<file path="config.mk">
export PLATFORM = sky130hd
export DESIGN_NAME = aes_masking_entropy_responder
export DESIGN_NICKNAME = d
export VERILOG_FILES = /design/src/rtl/aes_masking_entropy_responder.sv
export SDC_FILE = /design/constraint.sdc
export NUM_CORES = 1
export LEC_CHECK = 0
export ABC_AREA = 0
export CAP_MARGIN = 25
export CORE_ASPECT_RATIO = 0.75
export CORE_UTILIZATION = 40
export DETAILED_ROUTE_END_ITERATION = 6
export PLACE_DENSITY = 0.61
export SYNTH_ARGS = -nofsm -noshare
export SYNTH_HDL_FRONTEND = slang
export SYNTH_SLANG_ARGS = --single-unit
</file>
<file path="constraint.sdc">
create_clock -name clk_i -period 2.81 [get_ports clk_i]
set_input_delay 0.281 -clock clk_i [delete_from_list [all_inputs] [get_ports clk_i]]
set_output_delay 0.281 -clock clk_i [all_outputs]
set_load 0.02 [all_outputs]
</file>
<file path="src/rtl/aes_masking_entropy_responder.sv">
// EDN-side entropy responder for the AES masking PRNG.
// Prefetches upstream words into a FIFO and serves req/ack pops.
module aes_masking_entropy_responder #(
    parameter int unsigned EntropyWidth = 32,
    parameter int unsigned FifoDepth    = 4,
    parameter int unsigned ReqTimeout   = 255
) (
    input  logic                            clk_i,
    input  logic                            rst_i,
    input  logic                            enable_i,
    input  logic                            flush_i,
    input  logic                            fips_required_i,
    output logic                            edn_req_o,
    input  logic                            edn_ack_i,
    input  logic [EntropyWidth-1:0]         edn_bus_i,
    input  logic                            edn_fips_i,
    input  logic                            entropy_masking_req,
    output logic                            entropy_masking_ack,
    output logic [EntropyWidth-1:0]         entropy_o,
    output logic [$clog2(FifoDepth+1)-1:0]  fifo_level_o,
    output logic                            fips_drop_o,
    output logic                            timeout_o
);

    localparam int unsigned LvlW = $clog2(FifoDepth + 1);
    localparam int unsigned PtrW = $clog2(FifoDepth);
    localparam int unsigned CntW = $clog2(ReqTimeout + 1);

    localparam logic [LvlW-1:0] Full  = LvlW'(FifoDepth);
    localparam logic [CntW-1:0] TMax  = CntW'(ReqTimeout);
    localparam logic [CntW-1:0] TLast = CntW'(ReqTimeout - 1);

    typedef enum logic [1:0] {
        IDLE,
        REQ,
        DRAIN
    } state_e;

    state_e state_q, state_d;

    logic [EntropyWidth-1:0] mem_q [FifoDepth];
    logic [PtrW-1:0]         wr_ptr_q, rd_ptr_q;
    logic [LvlW-1:0]         level_q;
    logic [CntW-1:0]         cnt_q;
    logic                    req_q;
    logic                    timeout_q;
    logic                    drop_q;

    logic not_empty;
    logic room;
    logic push;
    logic pop;
    logic drop;
    logic start;
    logic busy;

    assign not_empty = (level_q != '0);
    assign room      = (level_q != Full);
    assign busy      = (state_q != IDLE);

    assign pop = entropy_masking_req && enable_i
               && not_empty && !flush_i;

    assign entropy_masking_ack = pop;
    assign entropy_o    = not_empty ? mem_q[rd_ptr_q] : '0;
    assign fifo_level_o = level_q;
    assign edn_req_o    = req_q;
    assign fips_drop_o  = drop_q;
    assign timeout_o    = timeout_q;

    // An outstanding request is never withdrawn; flush only
    // turns the eventual word into a discard.
    always_comb begin
        state_d = state_q;
        push    = 1'b0;
        drop    = 1'b0;
        start   = 1'b0;
        unique case (state_q)
            IDLE: begin
                if (enable_i && room && !flush_i) begin
                    state_d = REQ;
                    start   = 1'b1;
                end
            end
            REQ: begin
                if (edn_ack_i) begin
                    state_d = IDLE;
                    if (!flush_i) begin
                        if (fips_required_i && !edn_fips_i) begin
                            drop = 1'b1;
                        end else begin
                            push = 1'b1;
                        end
                    end
                end else if (flush_i) begin
                    state_d = DRAIN;
                end
            end
            DRAIN: begin
                if (edn_ack_i) begin
                    state_d = IDLE;
                end
            end
            default: state_d = IDLE;
        endcase
    end

    always_ff @(posedge clk_i or posedge rst_i) begin
        if (rst_i) begin
            state_q   <= IDLE;
            req_q     <= 1'b0;
            drop_q    <= 1'b0;
            wr_ptr_q  <= '0;
            rd_ptr_q  <= '0;
            level_q   <= '0;
            cnt_q     <= '0;
            timeout_q <= 1'b0;
        end else begin
            state_q <= state_d;
            req_q   <= (state_d != IDLE);
            drop_q  <= drop;
            if (flush_i) begin
                wr_ptr_q <= '0;
                rd_ptr_q <= '0;
                level_q  <= '0;
            end else begin
                if (push) wr_ptr_q <= wr_ptr_q + 1'b1;
                if (pop)  rd_ptr_q <= rd_ptr_q + 1'b1;
                unique case ({push, pop})
                    2'b10:   level_q <= level_q + 1'b1;
                    2'b01:   level_q <= level_q - 1'b1;
                    default: level_q <= level_q;
                endcase
            end
            if (start) begin
                cnt_q <= '0;
            end else if (busy && cnt_q != TMax) begin
                cnt_q <= cnt_q + 1'b1;
            end
            if (busy && cnt_q == TLast) begin
                timeout_q <= 1'b1;
            end
        end
    end

    // Storage needs no reset: level gates every read.
    always_ff @(posedge clk_i) begin
        if (push) begin
            mem_q[wr_ptr_q] <= edn_bus_i;
        end
    end

endmodule

</file>
After elaboration in Yosys (flattened, before gate mapping):

Memory sizes are Yosys's and may differ from the RTL's.
Cells that the tools add are included.

* input bits: 40
* output and inout port bits: 39
* memory bits (writable): 128
* flip-flop bits (word level): 20
* memories: 1
* logic and storage cells: 65

Memory list
* mem_q: words 4, width 32, read ports 1, clocked after Yosys merged registers in 0, write ports 1, RTL line 41 `logic [EntropyWidth-1:0] mem_q [FifoDepth];`

* equal/unequal tests: 7
* mux-type cells: 26
* add/subtract/negate cells: 5
* reductions and logical operators: 18

Operators by type and width (number)
* $mux W32: 1
* $mux W2: 8
* $mux W8: 2
* $mux W1: 12
* $reduce_bool A2 Y1: 5
* $add A8 B1 Y8 const B: 1
* $eq A8 B8 Y1 const B: 1
* $logic_and A1 B1 Y1: 8
* $ne A8 B8 Y1 const B: 1
* $pmux W2 S3: 1
* $pmux W3 S2: 1
* $reduce_bool A3 Y1: 2
* $add A2 B1 Y2 const B: 2
* $eq A2 B1 Y1 const B: 2
* $eq A2 B2 Y1 const B: 2
* $add A3 B1 Y3 const B: 1
* $mux W3: 1
* $ne A3 B3 Y1 const B: 1
* $sub A3 B1 Y3 const B: 1
* $logic_not A1 Y1: 2
* $logic_not A2 Y1: 1

Logic depth before layout (Yosys ltp):

Gate-level depths: netlist of run 1.

* word-level depth: 9
* depth in mapped cells: 8
* gate-level depth less buffers: 7

Least setup slack after synthesis of run 1:

Ideal clock, no wire load.

* kind: register to register
* start: register state_q[1]
* end: memory mem_q[0][0], enable pin
* period minus slack after synthesis: 2.217 ns
* slack: 0.593 ns
* data arrival time: 1.825 ns
* path buffers: 1
* setup time: 0.392 ns
* stages on the path, launching flop included: 5
* cells stage by stage: dfrtp_1 -> buf_6 -> nand4bb_4 -> nor2_1 -> and2_1

* longest elaborated chain between the ends: 4

RTL lines
* start, declared: RTL line 39 `state_e state_q, state_d;`
* start signal, assigned: RTL line 119 `state_q <= state_d;`
* $eq A2 B1 Y1: RTL line 78 `unique case (state_q)`
* $mux W1: RTL line 78
* $mux W1: RTL line 148 `if (push) begin`
* $mux W1 (not written as such): RTL line 149 `mem_q[wr_ptr_q] <= edn_bus_i;`
* end, declared: RTL line 41

Every way passes these cells.

Worst setup path in the final report of run 1:

* start: register rd_ptr_q[0]
* end: output port entropy_o[21]

* longest elaborated chain between the ends: 2

RTL lines
* start, declared: RTL line 42 `logic [PtrW-1:0] wr_ptr_q, rd_ptr_q;`
* start signal, assigned: RTL line 128 `if (pop) rd_ptr_q <= rd_ptr_q + 1'b1;`
* $mem_v2 Z4 W32
* $mux W32: RTL line 65 `assign entropy_o = not_empty ? mem_q[rd_ptr_q] : '0;`
* end, declared: RTL line 19 `output logic [EntropyWidth-1:0] entropy_o,`

Every way passes these cells.

==> flow_summary.ini, run 1 <==
[run_status]
outcome = completed

[routing]
route.detailed.wl_per_inst_um = 17.8
post_drt_via_cell_ratio = 4.98
drc = 0
dr.pass1.iters = 4
postRouteWirelength_um = 11200
vias = 3121
ant_nets = 0
drtIter0Drc = 180

[floorplan]
dieArea_um2 = 15500
io_pins = 79
dieWidth_um = 143
die_h_um = 108
rows = 38
initial_core_util_pct = 41.3
core_um2 = 14500

[cts]
worstSkewPairLatency_ns = 0.42
numCtsBuffers = 17
h-tree-depth = 4
cts.clk_slew.worst_paths_ns = 0.07
hold_buffers = 0
cts-root-buf = clkbuf_16
cts_setup_buffers = 0
cts.sink_count = 148
clk_path_buf_depth = 2
cts_tree = yes
cts_resized = 0

[timing]
final.setup.tns_ns = 0
timing.final.crit_share_pct = 95.2
period_needed_ns = 2.67
max-slew-margin-rel_pct = 46.4
maxSlewViolCount = 0
final-hold-violation-count = 0
setup_viol = 0
finClkSkew_ns = 0.0186
tightestPinTransition_ns = 0.803
fmax_ghz = 0.374
rsz0062_at_grt = false

[critical_path]
cp-end-kind = output pin
cpLargestDelayFamily = buffers and inverters
path_class = register to output pin
crit_fanout = 11
crit_buf_inv = 2
cpPeakStageDelay_ns = 0.56
crit_chain = buf_12 -> mux4_2 -> nor2b_1 -> clkdlybuf4s50_1
cp_data_arrival_time_ns = 2.39
start_kind = register
required_ns = 2.53
slowest_stage = dfrtp_2

[place]
io_buffers = 78
hpwl_um = 6770
routabilityCongestion = 0.765

[synth]
synth-async-reset-ratio_pct = 13.5
netlist_instances = 318
synth_area_leaders = edfxtp_1, mux4_2, dfrtp_1
yosys.area.top_type = edfxtp_1
syn_nets = 365
synth-seq-area-share_pct = 72.4
synth_enable_flop_cells = 128
ys_ff_latch = 148
syn_area_per_cell_um2 = 18.9
yosys_warnings = 0
synthFlopType = edfxtp_1
synth_top_area_share_pct = 64.0
syn_area_um2 = 6000
synth.distinct_cells = 42

[pwr]
power.leakage_nw = 2.54
total_power_mw = 4.91
vdd_drop_max_mv = 0.442
powerDensity_nw_per_um2 = 637

[grt]
overflow = 0
grt_first_pass_wirelength_um = 17900
antenna_found_initial = 0
track_usage_pct = 16.1
grt_pass1_vias = 3294
grt_max_degree = 33

[layout]
fill_cells = 1214
layout-drive-gt1-share_pct = 20.1
area_delta_synth_final_pct = 28.4
fin_nets = 461
num_antenna_cells = 0
final_common_cell = edfxtp_1
mostFrequentLayoutCells = edfxtp_1, clkdlybuf4s50_1, nor2b_1

[hold_path]
hold_path.class = input pin to asynchronous set/reset pin

[run]
drv_cap = 0
## cell usage after synthesis, types with 2 or more instances
cell,instances
edfxtp_1,128
nor2b_1,36
mux4_2,32
dfrtp_1,20
nor2_1,14
nand2_1,9
inv_1,8
ha_1,6
nor3_1,6
xnor2_1,6
and2_1,4
buf_2,4
clkbuf_1,4
a21oi_1,3
buf_4,3
mux2i_1,3
nand2b_1,3
o21ai_0,3
a211oi_1,2
a31oi_1,2
## sequential cells by signal (all words and copies together) (netlist names)
signal	flops
rd_ptr_q	2
wr_ptr_q	2
edn_req_o	1
fips_drop_o	1
fifo_level_o	3
mem_q	128
cnt_q	8
timeout_o	1
state_q	2
## cells by family after synthesis
kind of cell    count (synthesis)  synth area share (%)
flops                         148                  72.4
simple gates                   83                  8.38
mux                            37                  12.9
buf+inv                        21                  1.71
compound gates                 16                  2.21
fa+ha+maj                       7                  1.58
xor+xnor                        6                 0.875
## final timing paths
path	startpoint	slack, ns	end	cells past startpoint
min	rst_i	0.31	state_q[0]$_DFF_PP0_	2
max	rd_ptr_q[0]$_DFFE_PP0P_	0.14	entropy_o[21]	4
max reg2reg	fifo_level_o[0]$_DFFE_PP0P_	0.48	fifo_level_o[2]$_DFFE_PP0P_	6
min reg2reg	timeout_o$_DFFE_PP0P_	0.47	timeout_o$_DFFE_PP0P_	1
min in group clk_i	timeout_o$_DFFE_PP0P_	0.47	timeout_o$_DFFE_PP0P_	1
max in group asynchronous	rst_i	1.93	rd_ptr_q[0]$_DFFE_PP0P_	2
## area by class of cell
type                            instances  area (µm²)  area share (%)
Clock buffer                           17         425            5.52
Clock inverter                         15         119            1.54
Inverter                                8        30.0           0.390
Multi-Input combinational cell        149        1570            20.3
Sequential cell                       148        4350            56.4
Tap cell                              200         250            3.25
Timing Repair Buffer                   90         971            12.6
## power breakdown
group          switching (mW)  internal (mW)  total, mW  leakage [nW]
Sequential             0.0480           2.43       2.48          1.42
Combinational           0.182          0.189      0.371         0.854
Clock                   0.912           1.15       2.06         0.261
## per-stage QoR
stage / hold slack (ns) / cells / instance area [µm²] / setup WS [ns] / utilization, %
2_1_floorplan: 0.245 / 318 / 6000 / 0.593 / -
3_3_place_gp: 0.454 / 595 / 7160 / 0.450 / 49.2
3_5_place_dp: 0.457 / 595 / 7160 / 0.357 / 49.2
4_1_cts: 0.337 / 627 / 7710 / 0.0848 / 53.0
5_1_grt: 0.406 / 627 / 7710 / 0.0154 / 53.0
6_report: 0.312 / 627 / 7710 / 0.136 / 53.0
## layer usage
| layer | vias up | GRT usage [%] | part of all wire, % |
|---|---|---|---|
| met5 | - | 0 | 0 |
| met4 | 0 | 5.47 | 1.0 |
| met3 | 11 | 4.96 | 5.6 |
| met2 | 82 | 24.4 | 47 |
| met1 | 1586 | 22.2 | 46 |
| li1 | 1442 | - | - |
No activity file was read; power rests on OpenSTA's default activity.
==> inputs of run 2 (changes only) <==
Settings changed: CTS_CLUSTER_SIZE set to 12.
==> results of run 2 <==
The final DEF is identical to that of run 1; final timing and power are the same.
